File: src/rtl/mul_share_pkg.sv
// mul_share_pkg: shared FSM states and default sizing for the multiplier arbiter.
package mul_share_pkg;
  typedef enum logic [1:0] {IDLE, ISSUE, WAIT, RESP} state_t;
  localparam int N_REQ_DEF = 4;
  localparam int WIDTH_DEF = 24;
  localparam int TIMEOUT_CYC_DEF = 64;
endpackage

File: src/rtl/rr_pick.sv
// rr_pick: combinational round-robin selector, scans from ptr+1 modulo N.
module rr_pick #(
  parameter int N = 4,
  parameter int IW = (N > 1) ? $clog2(N) : 1
) (
  input  logic [N-1:0]  req,
  input  logic [IW-1:0] ptr,
  output logic [N-1:0]  grant,
  output logic [IW-1:0] idx,
  output logic          any
);
  logic [IW-1:0] j;
  always_comb begin
    j = '0;
    idx = '0;
    any = 1'b0;
    for (int k = 1; k <= N; k++) begin
      j = IW'((int'(ptr) + k) % N);
      if (!any && req[j]) begin
        any = 1'b1;
        idx = j;
      end
    end
    grant = any ? N'(1) << idx : '0;
  end
endmodule

File: src/rtl/mul_share_arb.sv
// mul_share_arb: round-robin sharing of one start/ready multiplier among N_REQ requesters.
// Optional watchdog on the multiplier wait enabled by MUL_SHARE_TIMEOUT_EN.
module mul_share_arb
  import mul_share_pkg::*;
#(
  parameter int N_REQ = N_REQ_DEF,
  parameter int WIDTH = WIDTH_DEF,
  parameter int TIMEOUT_CYC = TIMEOUT_CYC_DEF
) (
  input  logic                   clk,
  input  logic                   rst,
  input  logic [N_REQ-1:0]       req_valid,
  output logic [N_REQ-1:0]       req_ready,
  input  logic [N_REQ*WIDTH-1:0] req_a,
  input  logic [N_REQ*WIDTH-1:0] req_b,
  output logic [N_REQ-1:0]       rsp_valid,
  input  logic [N_REQ-1:0]       rsp_ready,
  output logic [2*WIDTH-1:0]     rsp_data,
  output logic                   rsp_err,
  output logic                   mul_start,
  output logic [WIDTH-1:0]       mul_a,
  output logic [WIDTH-1:0]       mul_b,
  input  logic                   mul_ready,
  input  logic [2*WIDTH-1:0]     mul_result
);
  localparam int IW = (N_REQ > 1) ? $clog2(N_REQ) : 1;
  state_t state, nxt;
  logic [IW-1:0] ptr, owner, win_idx;
  logic [N_REQ-1:0] grant;
  logic any, tmo;
  rr_pick #(.N(N_REQ), .IW(IW)) u_pick (
    .req(req_valid),
    .ptr(ptr),
    .grant(grant),
    .idx(win_idx),
    .any(any)
  );
`ifdef MUL_SHARE_TIMEOUT_EN
  localparam int CW = $clog2(TIMEOUT_CYC + 1);
  logic [CW-1:0] cnt;
  assign tmo = (state == WAIT) && !mul_ready && (cnt == CW'(TIMEOUT_CYC - 1));
  always_ff @(posedge clk or posedge rst)
    if (rst) begin
      cnt <= '0;
      rsp_err <= 1'b0;
    end else begin
      cnt <= (state == WAIT) ? cnt + 1'b1 : '0;
      if (state == WAIT && mul_ready) rsp_err <= 1'b0;
      else if (tmo) rsp_err <= 1'b1;
    end
`else
  assign tmo = 1'b0;
  assign rsp_err = 1'b0;
`endif
  always_comb begin
    nxt = state;
    case (state)
      IDLE:    nxt = any ? ISSUE : IDLE;
      ISSUE:   nxt = WAIT;
      WAIT:    nxt = (mul_ready || tmo) ? RESP : WAIT;
      default: nxt = rsp_ready[owner] ? IDLE : RESP;
    endcase
  end
  assign req_ready = (state == IDLE) ? grant : '0;
  assign mul_start = (state == ISSUE);
  assign rsp_valid = (state == RESP) ? N_REQ'(1) << owner : '0;
  always_ff @(posedge clk or posedge rst)
    if (rst) begin
      state <= IDLE;
      ptr <= IW'(N_REQ - 1);
      owner <= '0;
      mul_a <= '0;
      mul_b <= '0;
      rsp_data <= '0;
    end else begin
      state <= nxt;
      if (state == IDLE && any) begin
        mul_a <= req_a[int'(win_idx)*WIDTH +: WIDTH];
        mul_b <= req_b[int'(win_idx)*WIDTH +: WIDTH];
        owner <= win_idx;
        ptr <= win_idx;
      end
      if (state == WAIT && mul_ready) rsp_data <= mul_result;
      else if (tmo) rsp_data <= '0;
    end
endmodule

File: config.mk
export PLATFORM = sky130hd
export DESIGN_NAME = mul_share_arb
export DESIGN_NICKNAME = d
export VERILOG_FILES = /design/src/rtl/mul_share_pkg.sv /design/src/rtl/rr_pick.sv /design/src/rtl/mul_share_arb.sv
export SDC_FILE = /design/constraint.sdc
export NUM_CORES = 1
export LEC_CHECK = 0
export ABC_CLOCK_PERIOD_IN_PS = 7900
export CELL_PAD_IN_SITES_DETAIL_PLACEMENT = 0
export CELL_PAD_IN_SITES_GLOBAL_PLACEMENT = 1
export CORE_MARGIN = 1.5
export CORE_UTILIZATION = 28
export CTS_CLUSTER_DIAMETER = 150
export DETAILED_ROUTE_END_ITERATION = 12
export HOLD_SLACK_MARGIN = 0.08
export PLACE_DENSITY = 0.88
export SLEW_MARGIN = 10
export SYNTH_ARGS = -nofsm -noshare
export SYNTH_HDL_FRONTEND = slang
export SYNTH_SLANG_ARGS = --single-unit
export TNS_END_PERCENT = 1
File: constraint.sdc
create_clock -name clk -period 7.9 [get_ports clk]
set_clock_uncertainty 0.05 [all_clocks]
set_input_delay 0.79 -clock clk [delete_from_list [all_inputs] [get_ports clk]]
set_output_delay 0.79 -clock clk [all_outputs]
set_load 0.02 [all_outputs]
# ---- After elaboration in Yosys (flattened, before gate mapping)
# Index checks and enable logic that the tools add are counted.
dict set report totals {
  reg_bits 102
  n_memories 0
  latchBits 0
  ramBits 0
  rom_bits 0
  out_inout_bits 106
}
dict set report classes {
  add_sub_neg 4
  mux 25
  n_eq_ne 3
  n_bitwise 0
  shift 4
  n_lt_le_gt_ge 5
  div_mod_pow 0
  reduce_logical 9
  mul 1
}
# operator count
set op_table {}
lappend op_table {{96-bit by 32-bit indexed part select with 24-bit output} 1}
lappend op_table {{96-bit by 8-bit indexed part select with 24-bit output} 1}
lappend op_table {{2-bit by 3-bit less-than comparator with 1-bit output (second input constant)} 5}
lappend op_table {{4-bit 2-to-1 mux} 3}
lappend op_table {{1-bit 2-to-1 mux} 11}
lappend op_table {{1-bit binary-select mux with 2-bit select} 5}
lappend op_table {{2-bit 2-to-1 mux} 5}
lappend op_table {{1-bit by 2-bit << shifter with 4-bit output (first input constant)} 2}
lappend op_table {{2-bit case mux with 3 select lines} 1}
lappend op_table {{1-bit logical AND} 5}
lappend op_table {{2-bit by 1-bit adder with 2-bit output (second input constant)} 2}
lappend op_table {{2-bit adder (second input constant)} 2}
lappend op_table {{2-bit equality test (second input constant)} 2}
lappend op_table {{2-bit by 2-bit multiplier with 4-bit output (second input constant)} 1}
lappend op_table {{1-bit zero test} 3}
lappend op_table {{2-bit by 1-bit equality test with 1-bit output (second input constant)} 1}
lappend op_table {{2-bit zero test} 1}

# ---- Depth between registers and ports, before layout
dict set report depth {
  depth_word 16
  ltp_mapped 8
}

# ---- Hierarchy
# From an unflattened synthesis, not the netlist that was laid out.
dict set report unflattened {
  hier_cells 444
  area_unflattened_um2 5386.4
}
# mod area_per_inst_um2 instances cells_each
set by_module_without_submodules {}
lappend by_module_without_submodules {mul_share_arb 5185.0 1 414}
lappend by_module_without_submodules {rr_pick 201.4 1 30}

# ---- Least setup slack after synthesis
# Ideal clock, no wire load.
dict set report synth_timing {
  path_type {in2out}
  from {in req_valid[1]}
  to {out req_ready[3]}
  path_buffers 2
  setup_slack_ns 4.911
  t_arrival_ns 2.149
  required_time_ns 7.060
  cell_stages 6
  cell_sequence {buf_2 nor2b_1 a21oi_1 o221a_2 buf_2 nor3_1}
}
dict set report synth_via {
  elab_chain_len 15
  elab_cells_between_ends 25
  cone_classes {shift (1); mux (18); reduce/logical (6)}
}
# element line_no
set synth_lines {}
lappend synth_lines {{start, declared} mul_share_arb.sv:12} ;# input logic [N_REQ-1:0] req_valid,
lappend synth_lines {{1-bit binary-select mux with 2-bit select} rr_pick.sv:19} ;# if (!any && req[j]) begin
lappend synth_lines {{1-bit 2-to-1 mux (implied by the code)} rr_pick.sv:19}
lappend synth_lines {{1-bit 2-to-1 mux} rr_pick.sv:19}
lappend synth_lines {{1-bit zero test} rr_pick.sv:19}
lappend synth_lines {{1-bit logical AND} rr_pick.sv:19}
lappend synth_lines {{1-bit 2-to-1 mux} rr_pick.sv:19}
lappend synth_lines {{1-bit zero test} rr_pick.sv:19}
lappend synth_lines {{1-bit logical AND} rr_pick.sv:19}
lappend synth_lines {{1-bit 2-to-1 mux} rr_pick.sv:19}
lappend synth_lines {{1-bit zero test} rr_pick.sv:19}
lappend synth_lines {{1-bit logical AND} rr_pick.sv:19}
lappend synth_lines {{2-bit 2-to-1 mux} rr_pick.sv:19}
lappend synth_lines {{1-bit by 2-bit << shifter with 4-bit output} rr_pick.sv:24} ;# grant = any ? N'(1) << idx : '0;
lappend synth_lines {{4-bit 2-to-1 mux *} rr_pick.sv:24}
lappend synth_lines {{4-bit 2-to-1 mux *} mul_share_arb.sv:64} ;# assign req_ready = (state == IDLE) ? grant : '0;
lappend synth_lines {{end, declared} mul_share_arb.sv:13} ;# output logic [N_REQ-1:0] req_ready,
# Every way passes the cells marked *; elsewhere a longest branch is shown, timed or not. The select of a mux whose other input is x is not followed.

# ---- Worst setup path in the final report
dict set report layout_timing {
  from {in req_valid[0]}
  to {out req_ready[0]}
}
# The elaborated chain is that of the path after synthesis.

==> run_results.csv <==
group,metric,value,unit
worst_setup_path,crit_chain,"clkdlybuf4s50_1, nor2_1, nand2_1, nand2_2, buf_4, a21oi_1, clkdlybuf4s50_1",
global_routing,grt_pass1_wl,31200,microns
power,switching_share,41.5,%
power,pwr-share-clk,13.1,%
worst_setup_path,cp_max_fo,34,
power,ir_drop,0.204,mV
detailed_routing,vias,5248,
global_routing,grt_use_total,20.6,%
placed_design,port_buffers,355,
die,fp.dieW,141,microns
worst_setup_path,crit_slowest_cell,"clkdlybuf4s50_1",
timing,fmax,0.236,GHz
detailed_routing,drcViolationCount,0,
yosys,synth_top_cell_area_share,47.0,%
yosys,synth.distinct_cells,36,
yosys,synth_top_cell_by_area,"dfrtp_1",
global_routing,grt_pass1_vias,5622,
detailed_routing,wl,20700,microns
timing,finalHoldViolCount,0,
finish,nNetsFinal,1083,
clock_network,ctsHoldBuffers,0,
worst_setup_path,critPathMaxStageDelay,0.58,ns
job,maxCapViolations,0,
detailed_routing,drtPass1Iterations,4,
finish,drive_gt1_share,16.1,%
yosys,synthTopCellsByCount,"dfrtp_1, mux2_2, nor2_1, a21oi_1, nand2_1",
global_routing,met1_usage,23.7,%
power,p_sw,1410,uW
global_routing,grt_util_met3,5.81,%
clock_network,cts_max_level,3,
clock_network,cts_root_buf,"clkbuf_16",
die,io_pins,357,
die,start_util,28.5,%
clock_network,cts_buffer_depth,2,
yosys,synth_cells,496,
power,p_leak,0.00368,uW
power,internal_power,1980,uW
yosys,syn_avg_cell_area,10.7,sq um
timing,final_max_slew_viol_count,0,
worst_setup_path,worst-endpoint-arrival,3.40,ns
yosys,async_flop_share,100,%
clock_network,numClockSinks,102,
worst_setup_path,required,7.06,ns
detailed_routing,ant_nets,0,
worst_setup_path,endpoint_kind,"output port",
die,core-area,18700,sq um
detailed_routing,viasPerCell,4.92,
die,num_rows,50,
clock_network,numCtsBuffers,9,
yosys,synthFlopType,"dfrtp_1",
power,cellPowerDensity,363,nW/um^2
status,status,"complete, no violations",
die,die_y,141,microns
yosys,ys_seq_area_share,48.0,%
finish,utilization,49.9,%
timing,setup_viol,0,
timing,min_period,4.24,ns
worst_setup_path,setup.worst_path.class,"primary input to output port",
worst_setup_path,critPathLaunchType,"primary input",
placed_design,placedCellCount,1051,
worst_setup_path,cp_common_cell,"clkdlybuf4s50_1",
timing,grt_setup_unrepaired,"no",
clock_network,clkTransAtPathRegs,0.07,ns
timing,setup_tns,0,ns
timing,min_period_over_period,53.7,%
clock_network,post-cts-setup-buffer-count,0,
yosys,netlist_area,5330,sq um
power,power_frac_comb,58.5,%
power,p_seq_share,28.4,%
detailed_routing,wl_per_cell,19.4,microns
detailed_routing,drtIter0Drc,256,
global_routing,busiest_layer,"met2",
yosys,syn_nets,751,
die,die-area,19900,sq um
hold_path,worstHoldPathType,"flip-flop to flip-flop",
timing,fin_hold_ws,0.458,ns
finish,syn_to_final_growth,75.2,%
clock_network,cts_tree,"done",
timing,slew-limit-headroom,19.9,%
timing,tightest_slew,1.20,ns
yosys,yosys_warnings,0,
global_routing,grtUsageMet2,36.8,%
clock_network,clk_latency,0.35,ns
yosys,synthMostInstantiatedCell,"dfrtp_1",
global_routing,grt_overflow,0,
placed_design,dpl.hpwl,15300,microns
yosys,synth_edf_count,0,
global_routing,antenna_found_initial,0,
global_routing,grt_max_degree,64,
yosys,synth-seq-cells,102,
finish,antennaDiodeCount,0,
clock_network,cts.repair.resized,0,
placed_design,gp_congestion,0.831,
finish,fin_cells,1067,
yosys,synth_area_leaders,"dfrtp_1, mux2_2, a221oi_1",
final cells by class:
| class | count | area, sq um |
|---|---|---|
| Timing Repair Buffer | 360 | 3590 |
| Clock inverter | 7 | 62.6 |
| Multi-Input combinational cell | 349 | 2580 |
| Inverter | 6 | 25.0 |
| Fill cell | 1753 | 9370 |
| Tap cell | 234 | 293 |
| Clock buffer | 9 | 225 |
| Sequential cell | 102 | 2550 |
worst max-delay path: cells and delay by family:
kind | cells | cell delay (ns)
AOI/OAI and AO/OA | 1 | 0.09
buffers and inverters | 3 | 1.59
and+or+nand+nor | 3 | 0.88
cells in the final DEF, fill, tap and decap left out, types with 2 or more instances in the layout:
master           netlist  layout
nand2_1               56      54
buf_4                  1       5
inv_8                  0       2
inv_6                  0       2
nor3_1                 2       2
a221oi_1              48      48
o21ai_0                2       2
nand2b_1               2       2
clkbuf_16              0       9
o221a_2                2       2
o32ai_4                0       2
inv_1                  6       5
a21oi_1               57      57
mux2_2                96      96
nand2_2                1       3
nor2_1                59      59
clkdlybuf4s50_1        0     355
dfstp_2                2       2
ha_1                   4       4
dfrtp_1              100     100
o211ai_1               2       2
clkinv_4               0       2
and3_1                 2       2
routing by layer:
layer  share of wire [%]  wire length (microns)
met1                  39                   8090
met2                  51                  10500
met3                 8.0                   1660
met4                 2.3                    476
met5                   0                      0
per-stage QoR:
step | power (uW) | cell area [sq um] | worst slack, ns
3_3_place_gp | 2930 | 9050 | 3.72
3_5_place_dp | 2970 | 9050 | 3.66
2_1_floorplan | 2070 | 5330 | 4.39
6_report | 3390 | 9340 | 3.66
5_1_grt | 3590 | 9340 | 3.49
4_1_cts | 3420 | 9340 | 3.67
final timing paths:
path | startpoint | to | slack, ns | depth (start not counted)
hold reg to reg | rsp_data[10] | rsp_data[10] | 0.46 | 1
setup / recovery | req_valid[0] | req_ready[0] | 3.66 | 7
hold / removal | rsp_data[10] | rsp_data[10] | 0.46 | 1
setup reg to reg | ptr[0] | mul_a[10] | 5.23 | 6
min in group asynchronous | rst | rsp_data[24] | 0.78 | 2
max in group asynchronous | rst | rsp_data[44] | 5.77 | 3
kinds of logic (layout without fill, tap and decap cells):
logic type | after synthesis | after routing | share of synthesized area, %
and+or+nand+nor | 128 | 128 | 9.72
AOI/OAI and AO/OA | 119 | 119 | 15.9
DFF | 102 | 102 | 48.0
muxes | 97 | 97 | 20.7
buffers and inverters | 45 | 382 | 4.74
adders and majority gates | 4 | 4 | 0.939
other | 1 | 1 | 0.0704
registers in the layout, indices dropped and copies added (netlist names):
| name | cells |
|---|---|
| rsp_data | 48 |
| mul_a | 24 |
| mul_b | 24 |
| owner | 2 |
| ptr | 2 |
| state | 2 |
power groups by stage:
stage	combinational (uW)	clock, uW	sequential [uW]
finish	1980	444	961
global route	2120	477	997
CTS	2000	459	962
detailed placement	2000	0	971
global placement	1980	0	958
floorplan	820	0	1250
No activity file was read; power rests on OpenSTA's default activity.
